## src/rtl/axis_signalled_fifo.sv

```systemverilog
// AXI-Stream FWFT FIFO with fill-level flags, synchronous flush and optional
// store-and-forward packet mode (release only whole TLAST-terminated packets).
module axis_signalled_fifo #(
  parameter int DATA_WIDTH  = 32,
  parameter int USER_WIDTH  = 4,
  parameter int DEPTH       = 16,
  parameter int AF_THRESH   = DEPTH - 4,
  parameter int AE_THRESH   = 2,
  parameter int PACKET_MODE = 0
) (
  input  logic                        clk_i,
  input  logic                        rst_n_i,
  input  logic                        clear_i,
  input  logic [DATA_WIDTH-1:0]       in_tdata_i,
  input  logic [DATA_WIDTH/8-1:0]     in_tkeep_i,
  input  logic                        in_tlast_i,
  input  logic [USER_WIDTH-1:0]       in_tuser_i,
  input  logic                        in_tvalid_i,
  output logic                        in_tready_o,
  output logic [DATA_WIDTH-1:0]       out_tdata_o,
  output logic [DATA_WIDTH/8-1:0]     out_tkeep_o,
  output logic                        out_tlast_o,
  output logic [USER_WIDTH-1:0]       out_tuser_o,
  output logic                        out_tvalid_o,
  input  logic                        out_tready_i,
  output logic [$clog2(DEPTH):0]      level_o,
  output logic                        empty_o,
  output logic                        full_o,
  output logic                        half_full_o,
  output logic                        almost_full_o,
  output logic                        almost_empty_o,
  output logic                        pkt_err_o
);

  localparam int AW   = $clog2(DEPTH);
  localparam int PW   = AW + 1;
  localparam int KW   = DATA_WIDTH / 8;
  localparam int PAYW = USER_WIDTH + 1 + KW + DATA_WIDTH;

  if ((DEPTH < 4) || ((DEPTH & (DEPTH - 1)) != 0)) begin : g_bad_depth
    $error("axis_signalled_fifo: DEPTH must be a power of two >= 4");
  end
  if ((AF_THRESH < 1) || (AF_THRESH > DEPTH)) begin : g_bad_af
    $error("axis_signalled_fifo: AF_THRESH out of range 1..DEPTH");
  end
  if ((AE_THRESH < 0) || (AE_THRESH > DEPTH - 1)) begin : g_bad_ae
    $error("axis_signalled_fifo: AE_THRESH out of range 0..DEPTH-1");
  end

  logic [PAYW-1:0] mem_q [DEPTH];
  logic [PW-1:0]   wr_ptr_q, wr_ptr_d;
  logic [PW-1:0]   rd_ptr_q, rd_ptr_d;
  logic [PW-1:0]   level_q, level_d;
  logic [PW-1:0]   pkt_cnt_q, pkt_cnt_d;
  logic            drain_q, drain_d;
  logic            pkt_err_q, pkt_err_d;
  logic            ptr_full, ptr_empty;
  logic            push, pop, push_last, pop_last;
  logic [PAYW-1:0] rd_word;

  // Extra MSB distinguishes full from empty when the index bits match.
  assign ptr_empty = (wr_ptr_q == rd_ptr_q);
  assign ptr_full  = (wr_ptr_q[AW] != rd_ptr_q[AW]) &&
                     (wr_ptr_q[AW-1:0] == rd_ptr_q[AW-1:0]);

  assign rd_word     = mem_q[rd_ptr_q[AW-1:0]];
  assign out_tdata_o = rd_word[DATA_WIDTH-1:0];
  assign out_tkeep_o = rd_word[DATA_WIDTH +: KW];
  assign out_tlast_o = rd_word[DATA_WIDTH + KW];
  assign out_tuser_o = rd_word[PAYW-1 -: USER_WIDTH];

  assign in_tready_o  = !ptr_full;
  assign out_tvalid_o = !ptr_empty &&
                        ((PACKET_MODE == 0) || (pkt_cnt_q != '0) || drain_q);

  assign push      = in_tvalid_i && in_tready_o;
  assign pop       = out_tvalid_o && out_tready_i;
  assign push_last = push && in_tlast_i;
  assign pop_last  = pop && out_tlast_o;

  assign level_o        = level_q;
  assign empty_o        = (level_q == '0);
  assign full_o         = (level_q == PW'(DEPTH));
  assign half_full_o    = (level_q > PW'(DEPTH / 2));
  assign almost_full_o  = (level_q >= PW'(AF_THRESH));
  assign almost_empty_o = (level_q <= PW'(AE_THRESH));
  assign pkt_err_o      = pkt_err_q;

  always_comb begin
    wr_ptr_d  = wr_ptr_q;
    rd_ptr_d  = rd_ptr_q;
    level_d   = level_q;
    pkt_cnt_d = pkt_cnt_q;
    drain_d   = drain_q;
    pkt_err_d = pkt_err_q;

    if (push) wr_ptr_d = wr_ptr_q + PW'(1);
    if (pop)  rd_ptr_d = rd_ptr_q + PW'(1);

    case ({push, pop})
      2'b10:   level_d = level_q + PW'(1);
      2'b01:   level_d = level_q - PW'(1);
      default: level_d = level_q;
    endcase

    if (PACKET_MODE != 0) begin
      if (push_last && !pop_last)      pkt_cnt_d = pkt_cnt_q + PW'(1);
      else if (!pop_last && !push_last) pkt_cnt_d = pkt_cnt_q;
      else if (pop_last && !push_last) pkt_cnt_d = pkt_cnt_q - PW'(1);
      // A full FIFO holding no complete packet would deadlock; fall back to cut-through.
      if (ptr_full && (pkt_cnt_q == '0)) begin
        drain_d   = 1'b1;
        pkt_err_d = 1'b1;
      end
      if (pop_last) drain_d = 1'b0;
    end

    if (clear_i) begin
      wr_ptr_d  = '0;
      rd_ptr_d  = '0;
      level_d   = '0;
      pkt_cnt_d = '0;
      drain_d   = 1'b0;
      pkt_err_d = 1'b0;
    end
  end

  always_ff @(posedge clk_i or negedge rst_n_i) begin
    if (!rst_n_i) begin
      wr_ptr_q  <= '0;
      rd_ptr_q  <= '0;
      level_q   <= '0;
      pkt_cnt_q <= '0;
      drain_q   <= 1'b0;
      pkt_err_q <= 1'b0;
    end else begin
      wr_ptr_q  <= wr_ptr_d;
      rd_ptr_q  <= rd_ptr_d;
      level_q   <= level_d;
      pkt_cnt_q <= pkt_cnt_d;
      drain_q   <= drain_d;
      pkt_err_q <= pkt_err_d;
    end
  end

  // Storage is deliberately not reset.
  always_ff @(posedge clk_i) begin
    if (push && !clear_i) begin
      mem_q[wr_ptr_q[AW-1:0]] <= {in_tuser_i, in_tlast_i, in_tkeep_i, in_tdata_i};
    end
  end

endmodule

```

## config.mk

```make
export PLATFORM = sky130hd
export DESIGN_NAME = axis_signalled_fifo
export DESIGN_NICKNAME = d
export VERILOG_FILES = /design/src/rtl/axis_signalled_fifo.sv
export SDC_FILE = /design/constraint.sdc
export NUM_CORES = 1
export LEC_CHECK = 0
export BUFFER_PORTS_ARGS = -buffer_cell sky130_fd_sc_hd__buf_2
export CAP_MARGIN = 20
export CORE_UTILIZATION = 60
export CTS_CLUSTER_DIAMETER = 30
export DETAILED_ROUTE_END_ITERATION = 6
export GPL_TIMING_DRIVEN = 0
export HOLD_SLACK_MARGIN = 0.08
export PLACE_DENSITY = 0.78
export RECOVER_POWER = 50
export SYNTH_ARGS = -nofsm -noshare
export SYNTH_HDL_FRONTEND = slang
export SYNTH_SLANG_ARGS = --single-unit
```

## constraint.sdc

```tcl
create_clock -name clk_i -period 5.9 [get_ports clk_i]
set_input_delay 1.18 -clock clk_i [delete_from_list [all_inputs] [get_ports clk_i]]
set_output_delay 1.18 -clock clk_i [all_outputs]
set_load 0.02 [all_outputs]
```

==> results of run 1 <==
cell type report:
type | instances | share of cell area (%)
repair buffers | 138 | 3.35
flip-flops and latches | 671 | 63.1
diodes | 1 | 0.00787
inverters | 10 | 0.118
plain buffers | 55 | 1.14
clock buffers | 128 | 9.30
multi-input cells | 324 | 17.6
well taps | 577 | 2.27
clock inverters | 80 | 3.05
kinds of logic after synthesis:
kind of cell	after synthesis	synth area share, %
adders and majority gates	9	0.462
DFF	671	77.2
buffers and inverters	65	1.56
muxes	211	18.5
AOI/OAI and AO/OA	26	0.616
other	1	0.0144
xor gates and xnor gates	16	0.539
and+or+nand+nor	61	1.18
placed cells by master (no fill, tap or decap), types with 8 or more instances in the layout:
master / n
buf_12: 14
clkinv_2: 18
buf_6: 31
clkinv_1: 9
edfxtp_1: 656
clkbuf_16: 116
clkbuf_1: 90
inv_1: 10
ha_1: 8
clkinv_4: 11
inv_6: 8
buf_2: 51
nor2_4: 8
dfrtp_1: 15
xnor2_1: 11
nor2_1: 14
clkinvlp_4: 12
a21oi_1: 8
mux4_1: 33
mux4_2: 172
bufinv_16: 18
cell usage after synthesis, types with 6 or more instances:
library cell  number  area share (%)
edfxtp_1         656              76
mux4_2           172              15
mux4_1            33             3.3
clkbuf_1          25            0.36
nor2_1            22            0.32
dfrtp_1           15             1.4
buf_6             14            0.61
xnor2_1           11            0.37
inv_1             10            0.14
a21oi_1            8            0.15
ha_1               8            0.38
nand2_1            7            0.10
buf_2              6            0.12
o21ai_0            6            0.12
metrics by stage:
stage	setup WS [ps]	cells	TNS [ps]	utilization (%)	instance area [µm²]
global route	998	1984	0	75.1	31800
CTS	1060	1979	0	75.2	31800
global placement	-3060	1734	-657800	64.3	27200
floorplan	714	1060	0	-	26000
detailed placement	1880	1771	0	65.9	27900
finish	1070	1984	0	75.1	31800
how the worst max path moves through the flow:
stage / startpoint / end / slack, ps / cells after the start
floorplan: in_tvalid_i / mem_q[3][0] / 710 / 5
global placement: in_tvalid_i / mem_q[0][36] / -3060 / 6
detailed placement: rd_ptr_q[1] / out_tuser_o[3] / 1880 / 6
CTS: rd_ptr_q[1] / out_tuser_o[3] / 1060 / 6
global route: rd_ptr_q[1] / out_tdata_o[16] / 1000 / 6
finish: rd_ptr_q[1] / out_tdata_o[16] / 1070 / 6
registers in the layout, indices dropped and copies added (netlist names):
name,flops
mem_q,656
level_o,5
rd_ptr_q,5
wr_ptr_q,5
metal layers:
| metal | global-route usage, % | vias to the layer above | part of all wire, % |
|---|---|---|---|
| met5 | 0 | - | 0.046 |
| met4 | 13.8 | 4 | 3.4 |
| met3 | 6.23 | 177 | 10 |
| met2 | 49.8 | 986 | 50 |
| met1 | 42.0 | 6927 | 36 |
| li1 | - | 5125 | - |
worst register-to-register path, cell delays in order (launching register included):
cell,delay [ps]
dfrtp_1,370
clkbuf_1,510
xnor2_1,230
nand4_1,430
o21ai_0,850
a21o_1,200
inv_1,90
ha_1,330
nor2b_1,150
o21ai_0,300
nand2b_1,120
a32oi_1,290
mux2_2,370
power groups by stage:
stage	sequential [mW]	combinational (mW)	clock, mW
global placement	5.41	1.44	0
finish	5.32	1.51	6.74
detailed placement	5.40	1.49	0
CTS	5.31	1.54	6.78
floorplan	5.41	1.03	0
global route	5.32	1.59	6.99
==> metrics.csv, run 1 <==
stage,metric,value,unit
clock_network,# hold bufs at CTS,0,
power,maximum VDD drop,331,µV
global_route,largest net degree at the start of global routing,26,
die,die span in x,210,µm
setup_path,Top delay family on crit path,buffers and inverters,
yosys,Yosys cell types,43,
setup_path,R2R Setup Slk,1550,ps
power,Comb pwr share,11.2,%
die,Die Y-Extent,210,µm
power,Leakage,10.3,nW
setup_path,worst-case reg-to-reg path depth,12,
setup_path,r2r startpoint,rd_ptr_q[3],
clock_network,htree depth,3,
power,Clock Power Share,49.7,%
yosys,Synth Register Bits,671,
power,Sw Pwr,3.19,mW
timing,Final Skew,19.0,ps
power,Final Power,13.6,mW
setup_path,critical path peak fanout,10,
setup_path,WP data required,4720,ps
die,die area,44200,µm²
clock_network,CTS buffer count,111,
route,Avg Vias per Cell,6.66,
setup_path,Worst R2R End,level_o[4],
place,HPWL Detailed,33500,µm
place,routability cong.,0.808,
yosys,"Seq/Total Area, Yosys",77.2,%
worst_hold_path,hold depth,2,
setup_path,critical path class,reg -> out,
die,Starting Density,61.5,%
yosys,Ys Warns,0,
timing,Rel. slew slack,16.5,%
route,number of remaining DRC errors,0,
global_route,GRT overflow,0,
worst_hold_path,hold path startpoint,rd_ptr_q[4],
timing,setup violators final,0,
power,Int Pwr,10.4,mW
clock_network,Clock transition at path regs,50,ps
timing,RSZ-0062 raised after global routing,no,
timing,Slew @ Worst Pin,1240,ps
flow_run,MaxCap Viol Count,0,
finish,Final #Nets,1366,
finish,FF/Latch Area,20100,µm²
route,DRT Pass-1 Iters,7,
clock_network,CTS tree,built,
power,part of the power in registers,39.2,%
setup_path,CP arrival,3650,ps
route,First DRT Iteration DRCs,1608,
setup_path,worst path bufs/invs,4,
route,per-cell routed wire length,33.1,µm
route,post-route ant nets,0,
finish,proportion of layout cells with a drive suffix above 1,34.7,%
yosys,"Top FF cell, synth",edfxtp_1,
worst_hold_path,HP Class,reg -> reg,
yosys,Syn Area/Cell,24.5,µm²
timing,WHS,638,ps
clock_network,post_cts resized,0,
global_route,All-Layer GR Usage,31.0,%
finish,Multi-input gate area,5610,µm²
global_route,first-pass GRT wire length,95100,µm
setup_path,CP Cell Sequence,buf_2 > clkbuf_1 > clkbuf_1 > mux4_2 > mux4_2 > buf_2,
clock_network,clock insertion delay at the later pin of the skew report,630,ps
global_route,antenna violations before repair,3,
clock_network,CTS root buf,clkbuf_16,
outcome,status,"complete, no violations",
die,Core ar.,42300,µm²
finish,fillers,2129,
timing,final hold viol count,0,
die,site row count,75,
clock_network,clock buffer depth,3,
die,I/O pins,100,
timing,Peak Freq,0.207,GHz
setup_path,slowest cell on the critical path,clkbuf_1,
yosys,Syn Std Cell Area,26000,µm²
route,final wirelength,65600,µm
setup_path,CP peak stage delay,790,ps
clock_network,clock sink count,671,
timing,post-route clock period utilization,81.9,%
timing,fin crit period,4830,ps
yosys,post-synth net total,1115,
yosys,Post-synth EDFFs,656,
clock_network,Post-CTS Setup Inserts,0,
finish,Area Growth Syn to Fin,22.3,%
global_route,vias in the first global route,13868,
yosys,"Async S/R FF share, synth",2.24,%
setup_path,Setup crit end kind,output port,
power,Net Sw Frac,23.5,%
power,Cell Pwr Density,427,nW/µm²
timing,final slew viol count,0,
worst_hold_path,WHS Endpoint,rd_ptr_q[4],
route,vias,13219,
yosys,Post-Syn Instances,1060,
place,PortBufs,97,
setup_path,Worst setup SP type,register,
Power figures use the tool's default switching activity.
==> inputs of run 2 (changes only) <==
==> constraint.sdc (replaced) <==
create_clock -name clk_i -period 4.65 [get_ports clk_i]
set_input_delay 0.93 -clock clk_i [delete_from_list [all_inputs] [get_ports clk_i]]
set_output_delay 0.93 -clock clk_i [all_outputs]
set_load 0.02 [all_outputs]
==> run 2 against run 1 <==
Clock-buffer cell count unchanged. Combinational power rose by 27%. Worst setup slack got worse by 970 ps. Sequential power increased by 27%. Routed wire length about the same. Die area stayed put. Design area barely moved. Sequential share of layout area hardly changed. First-iteration DRC count grew 0.25%.
==> metrics.csv, run 2 (synthesis results as in run 1) <==
stage,metric,value,unit
global_route,first-pass GRT wire length,95100,µm
clock_network,htree depth,3,
setup_path,WP data required,3720,ps
setup_path,worst path bufs/invs,4,
setup_path,CP Cell Sequence,buf_2 > clkbuf_1 > clkbuf_1 > mux4_2 > mux4_2 > buf_2,
place,pre-CTS setup slack,881,ps
power,maximum VDD drop,421,µV
finish,most frequent cells in the layout,"656 x edfxtp_1, 172 x mux4_2, 116 x clkbuf_16",
timing,final slew viol count,0,
clock_network,clock sink count,671,
setup_path,Worst setup SP type,register,
route,post-route ant nets,0,
timing,RSZ-0062 raised after global routing,no,
setup_path,Setup crit end kind,output port,
route,DRT Pass-1 Iters,6,
setup_path,critical path class,reg -> out,
route,First DRT Iteration DRCs,1612,
place,PortBufs,97,
route,vias,13168,
timing,fin crit period,4560,ps
setup_path,CP peak stage delay,740,ps
global_route,antenna violations before repair,3,
power,Cell Pwr Density,541,nW/µm²
die,I/O pins,100,
power,Final Power,17.2,mW
clock_network,CTS tree,built,
die,die span in x,210,µm
die,Core ar.,42300,µm²
die,site row count,75,
finish,max reg flops,656,
global_route,GRT overflow,0,
route,final wirelength,65600,µm
finish,Area Growth Syn to Fin,22.3,%
worst_hold_path,HP Class,in -> async,
place,Post-Place Cells,1771,
timing,post-route clock period utilization,98.0,%
timing,Peak Freq,0.219,GHz
finish,"most common cell after layout, fill and taps aside",edfxtp_1,
clock_network,CTS buffer count,111,
power,Leakage,10.3,nW
timing,Final Skew,18.8,ps
global_route,All-Layer GR Usage,31.0,%
outcome,status,"complete, no violations",
global_route,vias in the first global route,13868,
clock_network,Clock transition at path regs,50,ps
timing,Rel. slew slack,14.5,%
setup_path,slowest cell on the critical path,clkbuf_1,
route,per-cell routed wire length,33.1,µm
finish,fillers,2131,
timing,Slew @ Worst Pin,1270,ps
die,Starting Density,61.5,%
route,Avg Vias per Cell,6.64,
flow_run,MaxCap Viol Count,0,
timing,final hold viol count,0,
timing,Total Neg Setup Slack,0,ps
timing,setup violators final,0,
die,Die Y-Extent,210,µm
setup_path,Top delay family on crit path,buffers and inverters,
setup_path,CP arrival,3630,ps
die,die area,44200,µm²
place,HPWL Detailed,33500,µm
place,routability cong.,0.808,
route,number of remaining DRC errors,0,
clock_network,CTS root buf,clkbuf_16,
timing,setup ws final,93.1,ps
finish,final std cells w/o fill,1984,
clock_network,clock buffer depth,3,
global_route,largest net degree at the start of global routing,26,
setup_path,critical path peak fanout,10,
finish,Final #Nets,1366,
setup_path,R2R Setup Slk,270,ps
clock_network,clock insertion delay at the later pin of the skew report,630,ps
finish,proportion of layout cells with a drive suffix above 1,34.8,%
## run 2: final timing paths
path / from / end / cells past startpoint
worst max-delay path: rd_ptr_q[1] / out_tuser_o[3] / 6
worst min-delay path: rst_n_i / wr_ptr_q[4] / 1
worst max register to register: rd_ptr_q[3] / level_o[4] / 12
worst min register to register: rd_ptr_q[4] / rd_ptr_q[4] / 2
max in group asynchronous: rst_n_i / wr_ptr_q[0] / 1
min in group clk_i: rd_ptr_q[4] / rd_ptr_q[4] / 2
## run 2: cell type report
class                      instances  area, µm²  area share, %
sequential                       671      20100           63.1
multi-input combinational        324       5610           17.6
clock buffer                     128       2960           9.30
timing repair buffer             138       1060           3.34
clock inverter                    80        971           3.05
tap                              577        722           2.27
buffer                            55        365           1.15
inverter                          10       37.5          0.118
antenna                            1       2.50        0.00787
## run 2: layer usage
layer / GRT usage, % / vias up / routed length [µm]
met2: 49.8 / 961 / 32700
met4: 13.8 / 4 / 2280
li1: - / 5124 / -
met1: 42.0 / 6908 / 23900
met3: 6.23 / 171 / 6640
met5: 0 / - / 31
## run 2: what timing repair did
action	in CTS	in global routing
gates resized for setup	0	6
endpoints found under the setup margin	0	2
hold buffers	0	0
buffers inserted	0	0
## run 2: power by group
| part | internal, mW | switching (mW) |
|---|---|---|
| clock network | 5.58 | 2.98 |
| registers | 6.71 | 0.0398 |
| logic | 0.884 | 1.03 |
## run 2: worst register-to-register path, cell delays in order, from the launching register on
cell	delay, ps
dfrtp_1	360
clkbuf_1	500
xnor2_1	230
nand4_1	450
o21ai_0	860
a21o_1	200
inv_1	100
ha_1	330
nor2b_1	150
o21ai_0	300
nand2b_1	120
a32oi_1	300
mux2_2	370
## run 2: per-stage QoR
| stage | area (µm²) | util, % | hold WS [ps] |
|---|---|---|---|
| 2_1_floorplan | 26000 | - | 566 |
| 3_3_place_gp | 27200 | 64.3 | 583 |
| 3_5_place_dp | 27900 | 65.9 | 596 |
| 4_1_cts | 31800 | 75.2 | 205 |
| 5_1_grt | 31800 | 75.1 | 475 |
| 6_report | 31800 | 75.1 | 442 |
